[config.mk]
export PLATFORM = sky130hd
export DESIGN_NAME = seven_segment_scan_decoder
export DESIGN_NICKNAME = d
export VERILOG_FILES = /design/src/rtl/seven_segment_pkg.sv /design/src/rtl/seven_segment_pattern_decode.sv /design/src/rtl/seven_segment_scan_decoder.sv
export SDC_FILE = /design/constraint.sdc
export NUM_CORES = 1
export LEC_CHECK = 0
export ABC_AREA = 0
export BUFFER_PORTS_ARGS = -buffer_cell sky130_fd_sc_hd__buf_2
export CORE_ASPECT_RATIO = 0.7
export CORE_MARGIN = 4
export CORE_UTILIZATION = 45
export CTS_CLUSTER_DIAMETER = 120
export DETAILED_ROUTE_END_ITERATION = 7
export GPL_ROUTABILITY_DRIVEN = 0
export GPL_TIMING_DRIVEN = 0
export PLACE_DENSITY_LB_ADDON = 0.3
export SLEW_MARGIN = 25
export SYNTH_ARGS = -nofsm -noshare
export SYNTH_HDL_FRONTEND = slang
export SYNTH_SLANG_ARGS = --single-unit
[constraint.sdc]
create_clock -name clk -period 5.5 [get_ports clk]
set_input_delay 0 -clock clk [delete_from_list [all_inputs] [get_ports clk]]
set_output_delay 0 -clock clk [all_outputs]
set_load 0.05 [all_outputs]
[src/rtl/seven_segment_pkg.sv]
// Shared constants for the seven-segment scan decoder:
// active-low gfedcba hex patterns and the capture FSM encoding.
package seven_segment_pkg;

    typedef enum logic [1:0] {
        ST_IDLE     = 2'd0,
        ST_SETTLE   = 2'd1,
        ST_CAPTURED = 2'd2
    } state_e;

    localparam logic [6:0] SEG_0 = 7'b1000000;
    localparam logic [6:0] SEG_1 = 7'b1111001;
    localparam logic [6:0] SEG_2 = 7'b0100100;
    localparam logic [6:0] SEG_3 = 7'b0110000;
    localparam logic [6:0] SEG_4 = 7'b0011001;
    localparam logic [6:0] SEG_5 = 7'b0010010;
    localparam logic [6:0] SEG_6 = 7'b0000010;
    localparam logic [6:0] SEG_7 = 7'b1111000;
    localparam logic [6:0] SEG_8 = 7'b0000000;
    localparam logic [6:0] SEG_9 = 7'b0011000;
    localparam logic [6:0] SEG_A = 7'b0001000;
    localparam logic [6:0] SEG_B = 7'b0000011;
    localparam logic [6:0] SEG_C = 7'b1000110;
    localparam logic [6:0] SEG_D = 7'b0100001;
    localparam logic [6:0] SEG_E = 7'b0000110;
    localparam logic [6:0] SEG_F = 7'b0001110;

    localparam logic [6:0] SEG_BLANK = 7'b1111111;

endpackage

[src/rtl/seven_segment_pattern_decode.sv]
// Combinational inverse of the hex segment encoding.
// Any pattern outside the 16-entry table is reported as not legal.
module seven_segment_pattern_decode
    import seven_segment_pkg::*;
(
    input  logic [6:0] gfedcba,
    output logic [3:0] nibble,
    output logic       legal
);

    always_comb begin
        nibble = 4'h0;
        legal  = 1'b1;
        case (gfedcba)
            SEG_0:   nibble = 4'h0;
            SEG_1:   nibble = 4'h1;
            SEG_2:   nibble = 4'h2;
            SEG_3:   nibble = 4'h3;
            SEG_4:   nibble = 4'h4;
            SEG_5:   nibble = 4'h5;
            SEG_6:   nibble = 4'h6;
            SEG_7:   nibble = 4'h7;
            SEG_8:   nibble = 4'h8;
            SEG_9:   nibble = 4'h9;
            SEG_A:   nibble = 4'hA;
            SEG_B:   nibble = 4'hB;
            SEG_C:   nibble = 4'hC;
            SEG_D:   nibble = 4'hD;
            SEG_E:   nibble = 4'hE;
            SEG_F:   nibble = 4'hF;
            default: legal  = 1'b0;
        endcase
    end

endmodule

[src/rtl/seven_segment_scan_decoder.sv]
// Recovers hex digits from a multiplexed seven-segment display bus.
// A digit is captured once its strobe and pattern stay stable long enough.
module seven_segment_scan_decoder
    import seven_segment_pkg::*;
#(
    parameter int N_DIGITS      = 4,
    parameter int STABLE_CYCLES = 4
) (
    input  logic                  clk,
    input  logic                  rst_n,
    input  logic [6:0]            gfedcba,
    input  logic [N_DIGITS-1:0]   digit_sel_n,
    output logic [4*N_DIGITS-1:0] digits,
    output logic [N_DIGITS-1:0]   digit_valid,
    output logic [N_DIGITS-1:0]   digit_err,
    output logic                  update,
    output logic [2:0]            update_idx
);

    localparam logic [7:0] STAB = 8'(STABLE_CYCLES);

    logic [N_DIGITS-1:0]   sel_q;
    logic [6:0]            pat_q;
    state_e                state_q, state_d;
    logic [7:0]            cnt_q, cnt_d;
    logic [2:0]            idx_q, idx_d;
    logic [6:0]            lat_q, lat_d;
    logic [4*N_DIGITS-1:0] digits_q;
    logic [N_DIGITS-1:0]   valid_q, err_q;
    logic                  update_q;
    logic [2:0]            upd_idx_q;

    logic                  single;
    logic [2:0]            cur_idx;
    logic                  cap;
    logic [3:0]            dec_nib;
    logic                  dec_legal;

    seven_segment_pattern_decode u_dec (
        .gfedcba (lat_q),
        .nibble  (dec_nib),
        .legal   (dec_legal)
    );

    always_ff @(posedge clk or negedge rst_n) begin
        if (!rst_n) begin
            sel_q <= '1;
            pat_q <= SEG_BLANK;
        end else begin
            sel_q <= digit_sel_n;
            pat_q <= gfedcba;
        end
    end

    always_comb begin
        single  = $onehot(~sel_q);
        cur_idx = 3'd0;
        for (int i = 0; i < N_DIGITS; i++) begin
            if (!sel_q[i]) cur_idx = 3'(i);
        end
    end

    // A capture in SETTLE commits the latched sample; the current
    // sample is then handled exactly as it would be from CAPTURED.
    always_comb begin
        state_d = state_q;
        cnt_d   = cnt_q;
        idx_d   = idx_q;
        lat_d   = lat_q;
        cap     = 1'b0;
        case (state_q)
            ST_IDLE: begin
                if (single) begin
                    state_d = ST_SETTLE;
                    cnt_d   = 8'd1;
                    idx_d   = cur_idx;
                    lat_d   = pat_q;
                end
            end
            ST_SETTLE, ST_CAPTURED: begin
                cap = (state_q == ST_SETTLE) && (cnt_q >= STAB);
                if (!single) begin
                    state_d = ST_IDLE;
                    cnt_d   = 8'd0;
                end else if (cur_idx != idx_q || pat_q != lat_q) begin
                    state_d = ST_SETTLE;
                    cnt_d   = 8'd1;
                    idx_d   = cur_idx;
                    lat_d   = pat_q;
                end else if (state_q == ST_SETTLE && !cap) begin
                    cnt_d = (cnt_q < STAB) ? cnt_q + 8'd1 : cnt_q;
                end else begin
                    state_d = ST_CAPTURED;
                end
            end
            default: begin
                state_d = ST_IDLE;
                cnt_d   = 8'd0;
            end
        endcase
    end

    always_ff @(posedge clk or negedge rst_n) begin
        if (!rst_n) begin
            state_q <= ST_IDLE;
            cnt_q   <= 8'd0;
            idx_q   <= 3'd0;
            lat_q   <= SEG_BLANK;
        end else begin
            state_q <= state_d;
            cnt_q   <= cnt_d;
            idx_q   <= idx_d;
            lat_q   <= lat_d;
        end
    end

    always_ff @(posedge clk or negedge rst_n) begin
        if (!rst_n) begin
            digits_q  <= '0;
            valid_q   <= '0;
            err_q     <= '0;
            update_q  <= 1'b0;
            upd_idx_q <= 3'd0;
        end else begin
            update_q <= cap;
            if (cap) begin
                upd_idx_q <= idx_q;
                for (int i = 0; i < N_DIGITS; i++) begin
                    if (idx_q == 3'(i)) begin
                        if (dec_legal) begin
                            digits_q[4*i +: 4] <= dec_nib;
                            valid_q[i]         <= 1'b1;
                            err_q[i]           <= 1'b0;
                        end else begin
                            valid_q[i] <= 1'b0;
                            err_q[i]   <= 1'b1;
                        end
                    end
                end
            end
        end
    end

    assign digits      = digits_q;
    assign digit_valid = valid_q;
    assign digit_err   = err_q;
    assign update      = update_q;
    assign update_idx  = upd_idx_q;

endmodule

=== Word level (Yosys, flattened, before mapping) ===
Cells that the tools add are included.

* Output and inout port bits: 28
* Bits of input ports: 13
* Register bits: 59

* Add/subtract/negate cells: 4
* Multiplexer cells: 27
* Equal/unequal tests: 29
* $lt $le $gt $ge: 2
* Bitwise gates (word level): 1
* Reductions and logical operators: 21

{| class="wikitable"
|+ Operators by type and width
! operator !! count
|-
| $pmux W4 S15 || 1
|-
| $mux W8 || 5
|-
| $eq A7 B7 Y1 const B || 4
|-
| $eq A7 B5 Y1 const B || 3
|-
| $eq A7 B6 Y1 const B || 3
|-
| $mux W7 || 3
|-
| $pmux W8 S2 || 1
|-
| $reduce_or A16 Y1 || 1
|-
| $mux W3 || 5
|-
| $reduce_and A3 Y1 || 5
|-
| $eq A7 B2 Y1 const B || 2
|-
| $eq A7 B4 Y1 const B || 2
|-
| $pmux W7 S2 || 1
|-
| $ne A4 B4 Y1 const B || 3
|-
| $reduce_and A2 Y1 || 5
|-
| $add A8 B1 Y8 const B || 1
|-
| $ge A8 B3 Y1 const B || 1
|-
| $lt A8 B3 Y1 const B || 1
|-
| $mux W2 || 4
|-
| $eq A7 B3 Y1 const B || 1
|-
| $logic_not A7 Y1 || 1
|-
| $ne A7 B7 Y1 || 1
|-
| $eq A3 B1 Y1 const B || 2
|-
| $eq A3 B2 Y1 const B || 2
|-
| other kinds (18) || 26
|}

=== Longest topological paths before layout ===
* Depth in word-level cells: 8
* Gate-level depth with buffers: 9
* Mapped depth without buffers: 9

=== Modules after synthesis ===
A second synthesis with hierarchy kept.

* Cells, all modules: 261
* Area total of the unflattened synthesis: 2986.6 µm²

{| class="wikitable"
|+ Modules (own cells, without submodules)
! module !! times used !! cells an instance !! sequential area each (µm²) !! area an instance (µm²)
|-
| seven_segment_scan_decoder || 1 || 208 || 1448.9 || 2608.8
|-
| seven_segment_pattern_decode || 1 || 53 || 0.0 || 377.9
|}

=== Least setup slack after synthesis ===
OpenSTA, ideal clock, no wires.

* Path type: flip-flop to flip-flop
* From: register sel_q[3]
* To: register idx_q[0]
* Cell stages (with the launch flop): 10
* Arrival time: 2.614 ns
* Period minus slack after synthesis: 2.738 ns
* Library setup time: 0.125 ns
* Required time: 5.375 ns
* Slack: 2.762 ns
* Path through: dfstp_2 -> fa_1 -> inv_1 -> ha_1 -> ha_1 -> nor3b_1 -> o21ai_0 -> o21ba_2 -> buf_4 -> mux2_2

* Word-level cells in the longest chain between the ends: 6

{| class="wikitable"
|+ RTL lines
! item !! line !! RTL
|-
| start: declaration || seven_segment_scan_decoder.sv:22 || <nowiki>logic [N_DIGITS-1:0] sel_q;</nowiki>
|-
| start signal: assignment || seven_segment_scan_decoder.sv:50 || <nowiki>sel_q <= digit_sel_n;</nowiki>
|-
| $not A4 Y4 || seven_segment_scan_decoder.sv:56 || <nowiki>single = $onehot(~sel_q);</nowiki>
|-
| $add A1 B1 Y2 (implied by the code) || seven_segment_scan_decoder.sv:56 ||
|-
| $add A2 B2 Y3 (implied by the code) || seven_segment_scan_decoder.sv:56 ||
|-
| $eq A3 B1 Y1 || seven_segment_scan_decoder.sv:56 ||
|-
| $ne A2 B2 Y1 (no source line) || -- ||
|-
| $reduce_and A4 Y1 (no source line) || -- ||
|-
| end signal: assignment || seven_segment_scan_decoder.sv:112 || <nowiki>idx_q <= idx_d;</nowiki>
|-
| end: declaration || seven_segment_scan_decoder.sv:26 || <nowiki>logic [2:0] idx_q, idx_d;</nowiki>
|}

Parallel ways exist; a longest one is shown, timed or not. The select of a mux whose other input is x is not followed.
A chain may end at the register's enable or synchronous reset.

=== Worst setup path after layout ===
* From: register sel_q[3]
* To: register idx_q[1]

Same word-level chain as after synthesis.

==> reports/metrics.cfg <==
[worst_setup_path]
critPathLaunchType = register
endpoint_kind = register
r2r-start = sel_q[3]
path_class = register to register
rrSetupSlack_ns = 2.37
crit_arrival_ns = 3.37
setup.worst_path.start = sel_q[3]
critPathMaxFanout = 9
required_ns = 5.73

[timing]
setup_viol = 0
layout_setup_ws_ns = 2.37
rsz0062_at_grt = no
hold_violations = 0
fmax_mhz = 319
tns_ns = 0
relSlewSlack_pct = 53.5
fin_skew_ns = 0.00737
final.min_clock_period_ns = 3.13
worst_pin_slew_ns = 0.698
min_period_over_period_pct = 57.0
final-max-slew-violation-count = 0

[clocking]
cts_tree = built
cts_resized = 0
ctsLongestPathBuffers = 2
insertion_delay_ns = 0.35
htree_levels = 3
path_clk_slew_ns = 0.07
cts_buffers = 9
cts_sinks = 57
clockRootBuffer = clkbuf_8

[layout]
seq_area_um2 = 1450
post-route-util_pct = 56.0
num_antenna_cells = 0
instances_no_fill = 457
final_nets = 380
layout_commonest_cell = buf_2
fill_cells = 628
final_cell_mix = buf_2 (41), dfrtp_1 (39), nand2_1 (20)
multi_input_area_um2 = 1540
syn_to_final_growth_pct = 19.8
layout-drive-gt1-share_pct = 33.1

[yosys]
synth_top_cells_by_area = dfrtp_1 (31%), dfstp_2 (15%), mux2_2 (3.9%), ha_1 (3.1%), a21oi_1 (3.0%)
syn_inst = 296
synth_warnings = 0
synth-main-ff-cell = dfrtp_1
yosysTopAreaCell = dfrtp_1
synth.yosys.seq_area_share_pct = 45.5
yosys.area.top_type_share_pct = 30.6
synthArstFlopShare_pct = 100
synth_edf_count = 0
ys_types = 74
synth_seq_cells = 57
synthesis.area_um2 = 3190
syn_area_per_cell_um2 = 10.8
synth_nets = 318

[drt]
ant_nets = 0
routed_wl_mm = 6.81
vias = 2458
drt-initial-drc-count = 162
wl_per_cell_um = 14.9
via_per_inst = 5.38
drtPass1Iterations = 5
drc = 0

[global_route]
grt_usage_pct = 17.6
grt_max_degree = 58
antenna_found_initial = 0
grt_pass1_vias = 2367
overflow = 0
grt_pass1_wl_mm = 11.5

[flow_run]
maxCapViolCount = 0

[hold_path]
hp-class = primary input to asynchronous set/reset pin

[placement]
place_inst = 429
place_ws_ns = 2.40
dp_hpwl_mm = 4.82
numPortBuffers = 39

[floorplanning]
io_pins = 41
rows = 25
start_util_pct = 46.7
coreArea_um2 = 6820
die_x_um = 109
die_h_um = 78.4
die_area_um2 = 8510

[power]
p_per_area_nw_per_um2 = 415
peakVddDrop_mv = 0.225
p_leak_uw = 0.00172

[status]
outcome = complete, no violations

-- flip-flops by register name, indices dropped and copies added (netlist names), 4 cells and up --
register     flops
cnt_q            8
pat_q            7
sel_q            4
lat_q            7
digit_err        4
digits          16
digit_valid      4
-- final cells by class --
class,count,share of cell area [%]
Multi-Input combinational cell,204,40.4
Sequential cell,57,38.0
Timing Repair Buffer,51,8.33
Clock buffer,10,3.61
Buffer,17,3.34
Tap cell,94,3.08
Inverter,18,1.77
Clock inverter,6,1.51
-- synth_stat cells (4+ instances only) --
library cell	count
buf_6	5
nand2_1	20
nand3_1	10
o22ai_1	6
xnor2_1	4
a21oi_1	19
o21ai_0	10
buf_4	6
mux2_2	11
dfrtp_1	39
and3_1	5
dfstp_2	18
inv_1	18
nor2_1	17
o31ai_1	4
xor2_1	6
mux2_1	4
ha_1	8
nand4_1	4
-- per-layer routing --
layer / wire (um) / GRT usage, % / up-vias
li1: - / - / 1202
met1: 3410 / 25.5 / 1189
met2: 2890 / 24.0 / 59
met3: 404 / 6.16 / 8
met4: 99 / 6.43 / 0
met5: 0 / 0 / -
-- metrics by stage --
stage	hold WS (ns)	instance area, um2	power (uW)
after floorplan	-0.296	3190	1060
after global placement	0.105	3500	1180
after detailed placement	0.106	3500	1190
after CTS	0.274	3820	1590
after global routing	0.287	3820	1690
final	0.242	3820	1580
-- worst paths after layout --
check / end / depth (start not counted)
min in group clk: pat_q[3] / 2
min: cnt_q[7] / 2
max reg2reg: idx_q[1] / 9
max in group asynchronous: cnt_q[5] / 2
max: idx_q[1] / 9
min reg2reg: digit_err[0] / 2
-- cells by family (layout without fill, tap and decap cells) --
kind of cell / after synthesis / in the layout / share of synthesized area (%)
and+or+nand+nor: 92 / 92 / 16.7
buffers and inverters: 35 / 102 / 6.12
adders and majority gates: 9 / 9 / 3.77
AOI/OAI and AO/OA: 75 / 75 / 19.0
other: 1 / 1 / 0.118
xor gates and xnor gates: 11 / 11 / 3.26
DFF: 57 / 57 / 45.5
muxes: 16 / 16 / 5.61
-- power breakdown --
part / internal, uW / switching [uW]
Clock: 218 / 166
Combinational: 279 / 388
Sequential: 487 / 43.9
-- timing repair --
action / 4_1_cts / 5_1_grt
endpoints found under the hold margin: 50 / 0
setup buffers: 0 / 0
hold buffers: 12 / 0
-- critical path, cell delays in order (launching register included) --
cell	delay (ns)
dfstp_2	0.57
fa_1	0.42
inv_1	0.08
ha_1	0.14
ha_1	0.23
nor3b_1	0.53
o21ai_0	0.24
o21ba_2	0.29
buf_4	0.17
mux2_2	0.34
No activity file was read; power rests on OpenSTA's default activity.
